File: src/rtl/ins_enc_pkg.sv
// Shared types and encoding constants for the instruction stream encoder.
// Op classes, RV32I opcode/funct fields, loader FSM states and immediate limits.
package ins_enc_pkg;

    typedef enum logic [3:0] {
        OP_ADD  = 4'd0,
        OP_SUB  = 4'd1,
        OP_ADDI = 4'd2,
        OP_SLLI = 4'd3,
        OP_SRLI = 4'd4,
        OP_SRAI = 4'd5,
        OP_LW   = 4'd6,
        OP_SW   = 4'd7,
        OP_BEQ  = 4'd8,
        OP_BGE  = 4'd9,
        OP_JALR = 4'd10
    } op_e;

    typedef enum logic [1:0] {
        ST_IDLE,
        ST_LOAD,
        ST_DRAIN,
        ST_DONE
    } state_e;

    localparam logic [6:0] OPC_R      = 7'b0110011;
    localparam logic [6:0] OPC_IALU   = 7'b0010011;
    localparam logic [6:0] OPC_LOAD   = 7'b0000011;
    localparam logic [6:0] OPC_STORE  = 7'b0100011;
    localparam logic [6:0] OPC_BRANCH = 7'b1100011;
    localparam logic [6:0] OPC_JALR   = 7'b1100111;

    localparam logic [2:0] F3_ADD  = 3'b000;
    localparam logic [2:0] F3_SLL  = 3'b001;
    localparam logic [2:0] F3_SRL  = 3'b101;
    localparam logic [2:0] F3_WORD = 3'b010;
    localparam logic [2:0] F3_BEQ  = 3'b000;
    localparam logic [2:0] F3_BGE  = 3'b101;

    localparam logic [6:0] F7_BASE = 7'b0000000;
    localparam logic [6:0] F7_ALT  = 7'b0100000;

    localparam int IMM_I_MIN = -2048;
    localparam int IMM_I_MAX = 2047;
    localparam int SHAMT_MAX = 31;
    localparam int IMM_B_MIN = -4096;
    localparam int IMM_B_MAX = 4094;

endpackage

File: src/rtl/ins_enc_fifo.sv
// Synchronous word FIFO with occupancy count; a push while full is accepted
// only when a pop happens in the same cycle.
module ins_enc_fifo #(
    parameter int unsigned DEPTH = 4,
    parameter int unsigned WIDTH = 32,
    localparam int unsigned AW = $clog2(DEPTH)
) (
    input  logic             clk,
    input  logic             rst,
    input  logic             push,
    input  logic [WIDTH-1:0] push_data,
    input  logic             pop,
    output logic [WIDTH-1:0] head,
    output logic [AW:0]      count,
    output logic             empty
);

    logic [WIDTH-1:0] mem [DEPTH];
    logic [AW-1:0]    wr_ptr;
    logic [AW-1:0]    rd_ptr;
    logic             full;
    logic             do_push;
    logic             do_pop;

    assign empty   = (count == '0);
    assign full    = (count == (AW+1)'(DEPTH));
    assign do_pop  = pop && !empty;
    assign do_push = push && (!full || do_pop);
    assign head    = mem[rd_ptr];

    always_ff @(posedge clk) begin
        if (do_push) begin
            mem[wr_ptr] <= push_data;
        end
    end

    always_ff @(posedge clk) begin
        if (rst) begin
            wr_ptr <= '0;
            rd_ptr <= '0;
            count  <= '0;
        end else begin
            if (do_push) wr_ptr <= wr_ptr + 1'b1;
            if (do_pop)  rd_ptr <= rd_ptr + 1'b1;
            case ({do_push, do_pop})
                2'b10:   count <= count + (AW+1)'(1);
                2'b01:   count <= count - (AW+1)'(1);
                default: count <= count;
            endcase
        end
    end

endmodule

File: src/rtl/ins_stream_encoder.sv
// Encodes symbolic RV32I-subset ops and streams them into instruction memory.
// Define ENC_IMM_CHECK_EN to reject out-of-range immediates instead of truncating.
module ins_stream_encoder
    import ins_enc_pkg::*;
#(
    parameter int unsigned       ADDR_W    = 32,
    parameter logic [ADDR_W-1:0] BASE_ADDR = '0,
    parameter int unsigned       DEPTH     = 4
) (
    input  logic              clk,
    input  logic              rst,
    input  logic              start,
    input  logic              req_valid,
    output logic              req_ready,
    input  logic [3:0]        req_op,
    input  logic [4:0]        req_rd,
    input  logic [4:0]        req_rs1,
    input  logic [4:0]        req_rs2,
    input  logic [12:0]       req_imm,
    input  logic              req_last,
    input  logic              imem_busy,
    output logic              imem_we,
    output logic [ADDR_W-1:0] imem_addr,
    output logic [31:0]       imem_wdata,
    output logic              done,
    output logic              err,
    output logic [ADDR_W-1:0] word_cnt
);

    localparam int unsigned AW = $clog2(DEPTH);

    state_e        state;
    logic          s1_valid;
    logic [31:0]   s1_word;
    logic [31:0]   enc_word;
    logic          enc_ok;
    logic          accept;
    logic          drain_done;
    logic [31:0]   fifo_head;
    logic [AW:0]   fifo_count;
    logic          fifo_empty;
    logic [AW+1:0] occupancy;
`ifdef ENC_IMM_CHECK_EN
    int            imm_v;
`endif

    // S1 counts toward occupancy so an accepted word always finds room next cycle.
    assign occupancy  = {1'b0, fifo_count} + (AW+2)'(s1_valid);
    assign req_ready  = (state == ST_LOAD) && (occupancy < (AW+2)'(DEPTH));
    assign accept     = req_valid && req_ready;
    assign imem_we    = !fifo_empty && !imem_busy;
    assign imem_wdata = fifo_empty ? '0 : fifo_head;
    assign drain_done = !s1_valid && (fifo_empty || (fifo_count == (AW+1)'(1) && imem_we));

    always_comb begin
        enc_word = '0;
        enc_ok   = 1'b1;
        case (req_op)
            OP_ADD:  enc_word = {F7_BASE, req_rs2, req_rs1, F3_ADD, req_rd, OPC_R};
            OP_SUB:  enc_word = {F7_ALT, req_rs2, req_rs1, F3_ADD, req_rd, OPC_R};
            OP_ADDI: enc_word = {req_imm[11:0], req_rs1, F3_ADD, req_rd, OPC_IALU};
            OP_SLLI: enc_word = {F7_BASE, req_imm[4:0], req_rs1, F3_SLL, req_rd, OPC_IALU};
            OP_SRLI: enc_word = {F7_BASE, req_imm[4:0], req_rs1, F3_SRL, req_rd, OPC_IALU};
            OP_SRAI: enc_word = {F7_ALT, req_imm[4:0], req_rs1, F3_SRL, req_rd, OPC_IALU};
            OP_LW:   enc_word = {req_imm[11:0], req_rs1, F3_WORD, req_rd, OPC_LOAD};
            OP_SW:   enc_word = {req_imm[11:5], req_rs2, req_rs1, F3_WORD, req_imm[4:0], OPC_STORE};
            OP_BEQ:  enc_word = {req_imm[12], req_imm[10:5], req_rs2, req_rs1, F3_BEQ,
                                 req_imm[4:1], req_imm[11], OPC_BRANCH};
            OP_BGE:  enc_word = {req_imm[12], req_imm[10:5], req_rs2, req_rs1, F3_BGE,
                                 req_imm[4:1], req_imm[11], OPC_BRANCH};
            OP_JALR: enc_word = {req_imm[11:0], req_rs1, F3_ADD, req_rd, OPC_JALR};
            default: enc_ok = 1'b0;
        endcase
`ifdef ENC_IMM_CHECK_EN
        imm_v = int'($signed(req_imm));
        case (req_op)
            OP_ADDI, OP_LW, OP_SW, OP_JALR:
                if (imm_v < IMM_I_MIN || imm_v > IMM_I_MAX) enc_ok = 1'b0;
            OP_SLLI, OP_SRLI, OP_SRAI:
                if (imm_v < 0 || imm_v > SHAMT_MAX) enc_ok = 1'b0;
            OP_BEQ, OP_BGE:
                if (imm_v < IMM_B_MIN || imm_v > IMM_B_MAX || req_imm[0]) enc_ok = 1'b0;
            default: ;
        endcase
`endif
    end

    ins_enc_fifo #(
        .DEPTH (DEPTH),
        .WIDTH (32)
    ) u_fifo (
        .clk       (clk),
        .rst       (rst),
        .push      (s1_valid),
        .push_data (s1_word),
        .pop       (imem_we),
        .head      (fifo_head),
        .count     (fifo_count),
        .empty     (fifo_empty)
    );

    always_ff @(posedge clk) begin
        if (rst) begin
            state     <= ST_IDLE;
            s1_valid  <= 1'b0;
            s1_word   <= '0;
            imem_addr <= BASE_ADDR;
            word_cnt  <= '0;
            err       <= 1'b0;
            done      <= 1'b0;
        end else begin
            done     <= 1'b0;
            s1_valid <= accept && enc_ok;
            if (accept && enc_ok)  s1_word <= enc_word;
            if (accept && !enc_ok) err     <= 1'b1;
            if (imem_we) begin
                imem_addr <= imem_addr + ADDR_W'(4);
                word_cnt  <= word_cnt + ADDR_W'(1);
            end
            case (state)
                ST_IDLE: begin
                    if (start) begin
                        state     <= ST_LOAD;
                        imem_addr <= BASE_ADDR;
                        word_cnt  <= '0;
                        err       <= 1'b0;
                    end
                end
                ST_LOAD: begin
                    if (accept && req_last) state <= ST_DRAIN;
                end
                ST_DRAIN: begin
                    if (drain_done) begin
                        state <= ST_DONE;
                        done  <= 1'b1;
                    end
                end
                default: state <= ST_IDLE;
            endcase
        end
    end

endmodule

File: config.mk
export PLATFORM = sky130hd
export DESIGN_NAME = ins_stream_encoder
export DESIGN_NICKNAME = d
export VERILOG_FILES = /design/src/rtl/ins_enc_pkg.sv /design/src/rtl/ins_enc_fifo.sv /design/src/rtl/ins_stream_encoder.sv
export SDC_FILE = /design/constraint.sdc
export NUM_CORES = 1
export LEC_CHECK = 0
export ABC_AREA = 0
export CORE_UTILIZATION = 45
export DETAILED_ROUTE_END_ITERATION = 7
export GPL_TIMING_DRIVEN = 0
export PLACE_DENSITY = 0.7
export SLEW_MARGIN = 5
export SYNTH_ARGS = -nofsm -noshare
export SYNTH_HDL_FRONTEND = slang
export SYNTH_HIERARCHICAL = 1
export SYNTH_SLANG_ARGS = --single-unit
File: constraint.sdc
create_clock -name clk -period 4.85 [get_ports clk]
set_clock_uncertainty 0.2 [all_clocks]
set_input_delay 0.7275 -clock clk [delete_from_list [all_inputs] [get_ports clk]]
set_output_delay 0.7275 -clock clk [all_outputs]
set_load 0.01 [all_outputs]
# Yosys cells after proc, flatten, opt, wreduce, memory -nomap -nowiden

Memory sizes are Yosys's and may differ from the RTL's. A register that Yosys moved wholly into a read port is not among the register bits.
Index checks and enable logic that the tools add are counted.

$add $sub $neg: 7
$lt $le $gt $ge: 1
Equality and inequality tests: 19
Multiplexer cells: 22
Bitwise logic cells: 1
Reduce and logical (&&, ||, !) cells: 24

Operators with widths:

| operator                                                             | number |
|---|---|
| 32-bit one-hot mux with 11 select lines                              | 1 |
| 32-bit two-way mux                                                   | 7 |
| 32-bit by 1-bit adder with 32-bit output, second input constant      | 1 |
| 32-bit by 3-bit adder with 32-bit output, second input constant      | 1 |
| 4-bit by 3-bit == test with 1-bit output, second input constant      | 4 |
| 4-bit == test, second input constant                                 | 3 |
| 11-bit OR reduction                                                  | 1 |
| 1-bit logical AND                                                    | 10 |
| 2-bit two-way mux                                                    | 5 |
| 4-bit by 2-bit == test with 1-bit output, second input constant      | 2 |
| 1-bit two-way mux                                                    | 7 |
| 2-bit one-hot mux with 3 select lines                                | 1 |
| 3-bit one-hot mux with 2 select lines                                | 1 |
| 1-bit logical NOT                                                    | 5 |
| 2-bit by 1-bit adder with 2-bit output, second input constant        | 2 |
| 3-bit by 1-bit adder with 4-bit output                               | 1 |
| 2-bit by 1-bit == test with 1-bit output, second input constant      | 2 |
| 2-bit == test, second input constant                                 | 2 |
| 4-bit by 1-bit == test with 1-bit output, second input constant      | 1 |
| 4-bit logical NOT                                                    | 1 |
| 4-bit by 3-bit < comparator with 1-bit output, second input constant | 1 |
| 2-bit != test, second input constant                                 | 2 |
| 3-bit by 1-bit adder with 3-bit output, second input constant        | 1 |
| 3-bit by 1-bit == test with 1-bit output, second input constant      | 1 |
| other kinds (10)                                                     | 11 |

Flip-flop bits (word level): 108
Memory bits (writable): 128
Bits of input ports: 38
Memories kept: 1

Memory list:

| name       | depth | bits a word | rd ports | clocked after Yosys merged registers in | write ports | line               | RTL |
|---|---|---|---|---|---|---|---|
| u_fifo.mem | 4     | 32          | 1        | 1                                       | 1           | ins_enc_fifo.sv:18 | `logic [WIDTH-1:0] mem [DEPTH];` |

# Logic depth before layout (Yosys ltp)

Gate-level depths: netlist of the first run.

Depth in word-level cells: 8
Gate-level depth with buffers: 12
Gate-level depth less buffers: 8

# Cells and area by module

Netlist of the first run, hierarchy kept.

Modules (own cells, without submodules):

| module             | times used | cells each | area an instance (um^2) |
|---|---|---|---|
| ins_enc_fifo       | 1          | 232        | 5163.7 |
| ins_stream_encoder | 1          | 572        | 4795.8 |

# Least setup slack after synthesis of the first run

Ideal clock, no wire load.

Kind: register to register
Start: reg u_fifo.count[2]
End: reg u_fifo.count[1]
Arrival time: 2736 ps
Slack: 1818 ps
Stages on the path, launching flop included: 13
Path buffers: 4
Clock period less this slack: 3032 ps
Cell sequence: dfxtp_1 -> buf_2 -> nor3_1 -> buf_2 -> nor2_1 -> clkbuf_1 -> buf_2 -> o31ai_1 -> nand2b_1 -> fa_1 -> inv_1 -> o2111ai_1 -> a221oi_1

Cells in the longest elaborated chain, start to end: 8
Elaborated cells between the ends (all ways): 12

RTL lines:

| item                                                                               | line                     | RTL |
|---|---|---|
| start: declaration                                                                 | ins_enc_fifo.sv:14       | `output logic [AW:0] count,` |
| start signal: assignment                                                           | ins_enc_fifo.sv:46       | `2'b10: count <= count + (AW+1)'(1);` |
| start signal: assignment                                                           | ins_enc_fifo.sv:47       | `2'b01: count <= count - (AW+1)'(1);` |
| start signal: assignment                                                           | ins_enc_fifo.sv:48       | `default: count <= count;` |
| 3-bit logical NOT *                                                                | ins_enc_fifo.sv:25       | `assign empty = (count == '0);` |
| via fifo_empty                                                                     | ins_stream_encoder.sv:41 | `logic fifo_empty;` |
| 1-bit logical NOT *                                                                | ins_stream_encoder.sv:51 | `assign imem_we = !fifo_empty && !imem_busy;` |
| 1-bit logical AND *                                                                | ins_stream_encoder.sv:51 |  |
| via imem_we                                                                        | ins_stream_encoder.sv:22 | `output logic imem_we,` |
| 1-bit logical AND *                                                                | ins_enc_fifo.sv:27       | `assign do_pop = pop && !empty;` |
| 1-bit logical OR                                                                   | ins_enc_fifo.sv:28       | `assign do_push = push && (!full \|\| do_pop);` |
| 1-bit logical AND                                                                  | ins_enc_fifo.sv:28       |  |
| 2-bit by 1-bit == test with 1-bit output / 2-bit == test (equally long branches)   | ins_enc_fifo.sv:45       | `case ({do_push, do_pop})` |
| 3-bit one-hot mux with 2 select lines / 2-bit nonzero test (equally long branches) | -                        |  |

Mark *: on every way through the listed nets, which the timed path passes. The rest lies on a longest branch.
A chain may end at the register's enable or synchronous reset.

# Worst setup path in the final report of the first run

Start: reg u_fifo.count[2]
End: out imem_we

Cells in the longest elaborated chain, start to end: 3

RTL lines:

| item              | line |
|---|---|
| 3-bit logical NOT | ins_enc_fifo.sv:25 |
| via fifo_empty    | ins_stream_encoder.sv:41 |
| 1-bit logical NOT | ins_stream_encoder.sv:51 |
| 1-bit logical AND | ins_stream_encoder.sv:51 |
| end: declaration  | ins_stream_encoder.sv:22 |

The timed path passes the listed nets, and every way through them passes these cells.

==> impl_results.md, run 1 <==
- Pwr per Cell Area: 352 nW/µm²
- Most frequent cell after synthesis: edfxtp_1
- Max cap viols: 0
- Global-route wire length before repair: 36.3 mm
- Final setup TNS: 0 ps
- DRT Pass-1 Iters: 5
- Hold endpoint: imem_addr[31]$_SDFF_PP0_
- Fillers: 1764
- Req. time, crit path: 3920 ps
- Final nets: 1020
- DRC: 0
- Synth top area cells: edfxtp_1, dfxtp_1, mux4_2, nor2_1, a21oi_1
- Die Height: 151 µm
- Fin Hold WS: 281 ps
- TritonCTS sink count: 234
- Min-Delay Path Class: reg2reg
- CP dominant cell by count: buf_2
- Reg2Reg Capture Point: u_fifo/count[1]$_SDFFE_PP0P_
- Io pins: 138
- DP Cell Count: 1225
- Initial Util: 0.458
- PostCTS Resize Cnt: 0
- Startpoint types: flip-flop
- DP HPWL: 15.5 mm
- Number of synthesized flops with an enable pin: 128
- FFs w/ async S/R, synth: 0
- Share of layout cells above drive strength 1: 0.0999
- Tmin final: 3820 ps
- Max Slew Vio Count: 0
- Relative slew slack: 0.402
- Pre-CTS WS: 879 ps
- Sequential fraction of the synthesis area: 0.599
- Maximum vdd drop: 0.245 mV
- Vias per cell: 5.57
- CP Depth: 6
- Synth cell types: 68
- Synth top area share: 0.386
- Worst-case clock buffer depth: 3
- Commonest cells in the netlist: edfxtp_1, dfxtp_1, nor2_1
- Max stage delay cell, worst path: clkdlybuf4s50_1
- RR Startpoint: u_fifo/count[2]$_SDFFE_PP0P_
- DRT iter0 DRCs: 526
- Final Cycle Share: 0.789
- Number of synthesized register bits: 234
- YS warnings: 6
- H-tree depth: 1
- Status: complete, no violations
- Setup crit end kind: output pin
- Fmax: 0.261 GHz
- CTS buffer count: 25
- Crit path buffers/inverters: 4
- Reg2reg setup slack: 1290 ps
- RSZ-0062 raised after global routing: no
- Via count: 7081
- Critical path's top delay family: buffers and inverters
- Area grow syn2layout: 25.7%
- Routed wirelength normalized by instance count: 18.3 µm
- Insertion delay to the later sink of the worst-skew pair: 520 ps
- Worst Max-Slew Pin Slew: 896 ps
- GR Overflow Total: 0
- Post-synth top flop: edfxtp_1
- Fin cells: 1272
- Number of global-route vias before repair: 6830
- Die ar.: 22700 µm²
- Critical Path Fanout Max: 12
- Row cnt: 54
- Hold_buf cts: 0
- WL final: 23.3 mm
- Routability congestion estimate: 0.885
- Hold path startpoint: imem_addr[31]$_SDFF_PP0_
- Clk slew on worst S/H paths: 60 ps
- Avg Cell Area, Syn: 12.4 µm²
- WHS Path Cells: 2
- Antenna Violating Nets Remaining: 0
- CTS tree: built
- CP Cell Sequence: buf_2, nor3_1, buf_2, nor2_1, clkbuf_1, clkdlybuf4s50_1
- Initial antenna violation count: 1
- Kind of critical path: reg2out
- Final setup vio count: 0
- Die width: 151 µm
- Post-synthesis cell count: 804
- I/O Buffers: 133
- Critical Path AT: 2900 ps
- Cell Area, Synth: 9960 µm²
- Tot Pwr: 0.00441 W
- Largest net degree at the start of global routing: 33
- Final worst-path setup slack: 1030 ps
- Final hold viol count: 0
- R2r worst-path depth: 12
- Largest area contributor in the synthesized netlist: edfxtp_1
- Setup Fix Bufs, Post-CTS: 0
- Core area: 21800 µm²
- Total GRT Usage: 0.208
- CTS root buffer: clkbuf_16
- Leak pwr: 4.16 nW
- Crit path largest cell delay: 660 ps
## report_power, final
part | leakage (nW) | switching, W | internal, W | total (W)
Combinational | 1.72 | 0.000211 | 0.000137 | 0.000349
Clock | 0.390 | 0.000756 | 0.00109 | 0.00184
Sequential | 2.05 | 0.0000480 | 0.00217 | 0.00221
## sequential cells by signal, summed over array words and instances (netlist names), 2 cells and up, named ones only
name	count
imem_addr	30
s1_word	30
state	2
u_fifo/count	3
u_fifo/mem	128
u_fifo/rd_ptr	2
u_fifo/wr_ptr	2
word_cnt	32
## stage by stage
stage           util  instance area [µm²]
5_1_grt        0.575                12500
3_5_place_dp   0.539                11700
6_report       0.575                12500
2_1_floorplan      -                 9980
4_1_cts        0.575                12500
3_3_place_gp   0.536                11700
## how the worst max path moves through the flow
stage	startpoint	to	slack, ps
floorplan	u_fifo/count[2]$_SDFFE_PP0P_	u_fifo/count[1]$_SDFFE_PP0P_	1820
global placement	imem_busy	u_fifo/mem[2][18]$_DFFE_PP_	390
detailed placement	imem_busy	u_fifo/count[1]$_SDFFE_PP0P_	880
CTS	u_fifo/count[2]$_SDFFE_PP0P_	imem_we	960
global route	u_fifo/count[2]$_SDFFE_PP0P_	imem_we	740
finish	u_fifo/count[2]$_SDFFE_PP0P_	imem_we	1030
## worst register-to-register path, cell delays in order, from the launching register on
cell and delay, ps:
dfxtp_1 410, buf_2 230, nor3_1 100, buf_2 230
nor2_1 240, clkbuf_1 520, buf_2 330, o31ai_1 130
nand2b_1 180, fa_1 450, inv_1 60, o2111ai_1 90
a221oi_1 280
## cell usage in the layout, fill, tap and decap left out, types with 6 or more instances in the layout
master / synthesis / layout
nand4_1: 18 / 18
xor2_1: 17 / 17
xnor2_1: 7 / 7
a41o_1: 7 / 7
nor3_1: 15 / 15
edfxtp_1: 128 / 128
mux4_2: 32 / 32
nand2_1: 52 / 52
conb_1: 1 / 6
nand2b_1: 9 / 9
mux2i_1: 6 / 6
inv_1: 14 / 14
or3_1: 8 / 8
and3_1: 15 / 11
a31oi_1: 8 / 8
a21oi_1: 44 / 44
buf_1: 8 / 8
clkbuf_1: 28 / 35
clkbuf_16: 0 / 25
or4_1: 19 / 19
o21ai_0: 13 / 13
dfxtp_1: 106 / 106
buf_2: 10 / 10
nand3_1: 19 / 19
a221oi_1: 10 / 10
nor2b_1: 35 / 35
ha_1: 9 / 9
and4_1: 10 / 10
clkdlybuf4s50_1: 0 / 133
o31ai_1: 21 / 21
nor2_1: 60 / 60
## per-layer routing
layer | track usage | wire (µm) | vias up
li1 | - | - | 3398
met1 | 0.265 | 10000 | 3411
met2 | 0.355 | 11400 | 229
met3 | 0.0386 | 1290 | 43
met4 | 0.0730 | 618 | 0
met5 | 0 | 0 | -
## area by class of cell
| class | instances | area, µm² | area share |
|---|---|---|---|
| diodes | 1 | 2.50 | 0.000200 |
| plain buffers | 52 | 234 | 0.0187 |
| clock buffers | 34 | 679 | 0.0543 |
| clock inverters | 12 | 113 | 0.00899 |
| inverters | 14 | 52.6 | 0.00420 |
| multi-input cells | 509 | 3730 | 0.298 |
| flip-flops and latches | 234 | 5970 | 0.477 |
| well taps | 280 | 350 | 0.0280 |
| repair buffers | 136 | 1390 | 0.111 |
## logic make-up (layout without fill, tap and decap cells)
family,after synthesis,in the layout,share of synthesized area
other,1,7,0.000377
adder cells (fa/ha/maj),10,10,0.0133
AND/OR/NAND/NOR,295,295,0.166
XOR/XNOR,24,24,0.0211
buffers and inverters,66,248,0.0288
AO/OA/AOI/OAI,136,136,0.0926
multiplexers,38,38,0.0784
flip-flops,234,234,0.599
Note: power is estimated with default switching activity, not from simulation.
==> run 2: changes to the inputs <==
Settings changed: PLACE_DENSITY 0.7 to 0.72.
Clock period 4.85 ns to 3.4 ns, I/O delays scaled along.
==> impl_results.md, run 2 (synthesis results as in run 1) <==
- Core area: 21800 µm²
- Die Height: 151 µm
- Min-Delay Path Class: reg2reg
- Global-route wire length before repair: 36.6 mm
- Reg2reg setup slack: 300 ps
- CTS root buffer: clkbuf_16
- Antenna Violating Nets Remaining: 0
- Max stage delay cell, worst path: buf_1
- Met3 GRT Util: 0.0370
- Hold endpoint: u_fifo/mem[3][27]$_DFFE_PP_
- Routed wirelength normalized by instance count: 18.4 µm
- Clk slew on worst S/H paths: 60 ps
- Die ar.: 22700 µm²
- GR Overflow Total: 0
- WHS Path Cells: 0
- DRC: 0
- RR Startpoint: u_fifo/count[2]$_SDFFE_PP0P_
- Io pins: 138
- R2r worst-path depth: 12
- Routability congestion estimate: 0.863
- Ant diodes: 0
- Commonest non-fill, non-tap cells in the layout: clkdlybuf4s50_1, edfxtp_1, dfxtp_1
- Largest net degree at the start of global routing: 33
- DRT Pass-1 Iters: 5
- Worst Max-Slew Pin Slew: 872 ps
- WL final: 23.4 mm
- Via count: 7238
- Initial Util: 0.458
- GR Util met2: 0.361
- DRT iter0 DRCs: 439
- DP HPWL: 15.7 mm
- Final nets: 1020
- Final setup vio count: 0
- H-tree depth: 1
- DP Cell Count: 1226
- RSZ-0062 raised after global routing: no
- Max cap viols: 0
- Largest reg by FF count: u_fifo/mem
- Final hold viol count: 0
- Pwr per Cell Area: 489 nW/µm²
- Met1 usage: 0.265
- Relative slew slack: 0.414
- Commonest non-fill, non-tap cell in the layout: clkdlybuf4s50_1
- Maximum vdd drop: 0.328 mV
- Total GRT Usage: 0.209
- Area grow syn2layout: 25.4%
- Layer with the highest usage: met2
- Setup Fix Bufs, Post-CTS: 0
- Max Slew Vio Count: 0
- Biggest regs: u_fifo/mem: 128 flops, word_cnt: 32 flops
- CTS buffer count: 24
- Hold path startpoint: s1_word[27]$_SDFFE_PP0P_
- Vias per cell: 5.70
- Row cnt: 54
- Initial antenna violation count: 0
- Tmin final: 3290 ps
- Hold_buf cts: 0
- CP Cell Sequence: buf_1, mux4_2, nor2b_1, clkdlybuf4s50_1
- TritonCTS sink count: 234
- Share of layout cells above drive strength 1: 0.106
- Critical Path Fanout Max: 10
- Core Util, Final: 0.574
- CTS tree: built
- Final Cycle Share: 0.967
- Fmax: 0.304 GHz
- Insertion delay to the later sink of the worst-skew pair: 520 ps
- Number of global-route vias before repair: 6928
- Die width: 151 µm
- Setup crit end kind: output pin
- I/O Buffers: 133
- Req. time, crit path: 2690 ps
- Max FFs per register: 128
- Status: complete, no violations
- Worst-case clock buffer depth: 3
- Leak pwr: 4.16 nW
- Crit path largest cell delay: 550 ps
- Critical Path AT: 2580 ps
- Fin cells: 1270
- Startpoint types: flip-flop
- Kind of critical path: reg2out
- Reg2Reg Capture Point: u_fifo/count[1]$_SDFFE_PP0P_
[run 2: cell count changes in the layout (fill, tap and decap cells not counted), moves of 2 or more]
| cell | previous run | this run |
|---|---|---|
| buf_4 | 5 | 7 |
| clkbuf_2 | 0 | 5 |
| clkbuf_8 | 2 | 0 |
| clkinv_1 | 4 | 1 |
| buf_1 | 8 | 6 |
[run 2: repair_timing]
| item | in CTS | in global routing |
|---|---|---|
| pin swaps | 0 | 0 |
| resized for setup | 6 | 6 |
| setup endpoints to repair | 84 | 9 |
[run 2: report_power, final]
part | switching, W | internal, W
clock network | 0.00105 | 0.00140
logic | 0.000304 | 0.000197
registers | 0.0000699 | 0.00309
total | 0.00143 | 0.00468
[run 2: layout make-up]
| type | count | area, µm² |
|---|---|---|
| clock inverters | 9 | 86.3 |
| clock buffers | 35 | 642 |
| repair buffers | 137 | 1410 |
| fillers | 1795 | 9260 |
| plain buffers | 52 | 246 |
| multi-input cells | 509 | 3740 |
| well taps | 280 | 350 |
| flip-flops and latches | 234 | 5970 |
| inverters | 14 | 52.6 |
[run 2: worst max-delay path: cells and delay by family, from the launching register on]
family	cells	cell delay [ps]
buf+inv	2	1020
flops	1	480
mux	1	420
simple gates	1	140
[run 2: metal layers]
metal  up-vias  wire (µm)
met5         -          0
met4         0        656
met1      3568       9640
met3        50       1340
li1       3405          -
met2       215      11700
[run 2: per-stage QoR]
step	hold slack, ps	TNS (ps)	worst slack [ps]	total power [W]	cell area (µm²)
finish	288	0	112	0.00611	12500
floorplan	259	0	368	0.00350	9980
global route	306	0	8.84	0.00632	12500
global placement	272	-105570	-837	0.00370	11700
detailed placement	281	-579	-311	0.00371	11700
CTS	291	0	24.3	0.00614	12500
[run 2: worst max path at each step]
stage,endpoint,cells past startpoint,start
after global placement,u_fifo/mem[0][0]$_DFFE_PP_,5,imem_busy
final,imem_wdata[10],4,flip-flop
after CTS,imem_we,6,u_fifo/count[2]$_SDFFE_PP0P_
after floorplan,u_fifo/count[1]$_SDFFE_PP0P_,12,u_fifo/count[2]$_SDFFE_PP0P_
after global routing,u_fifo/count[1]$_SDFFE_PP0P_,12,u_fifo/count[2]$_SDFFE_PP0P_
after detailed placement,u_fifo/count[1]$_SDFFE_PP0P_,10,imem_busy
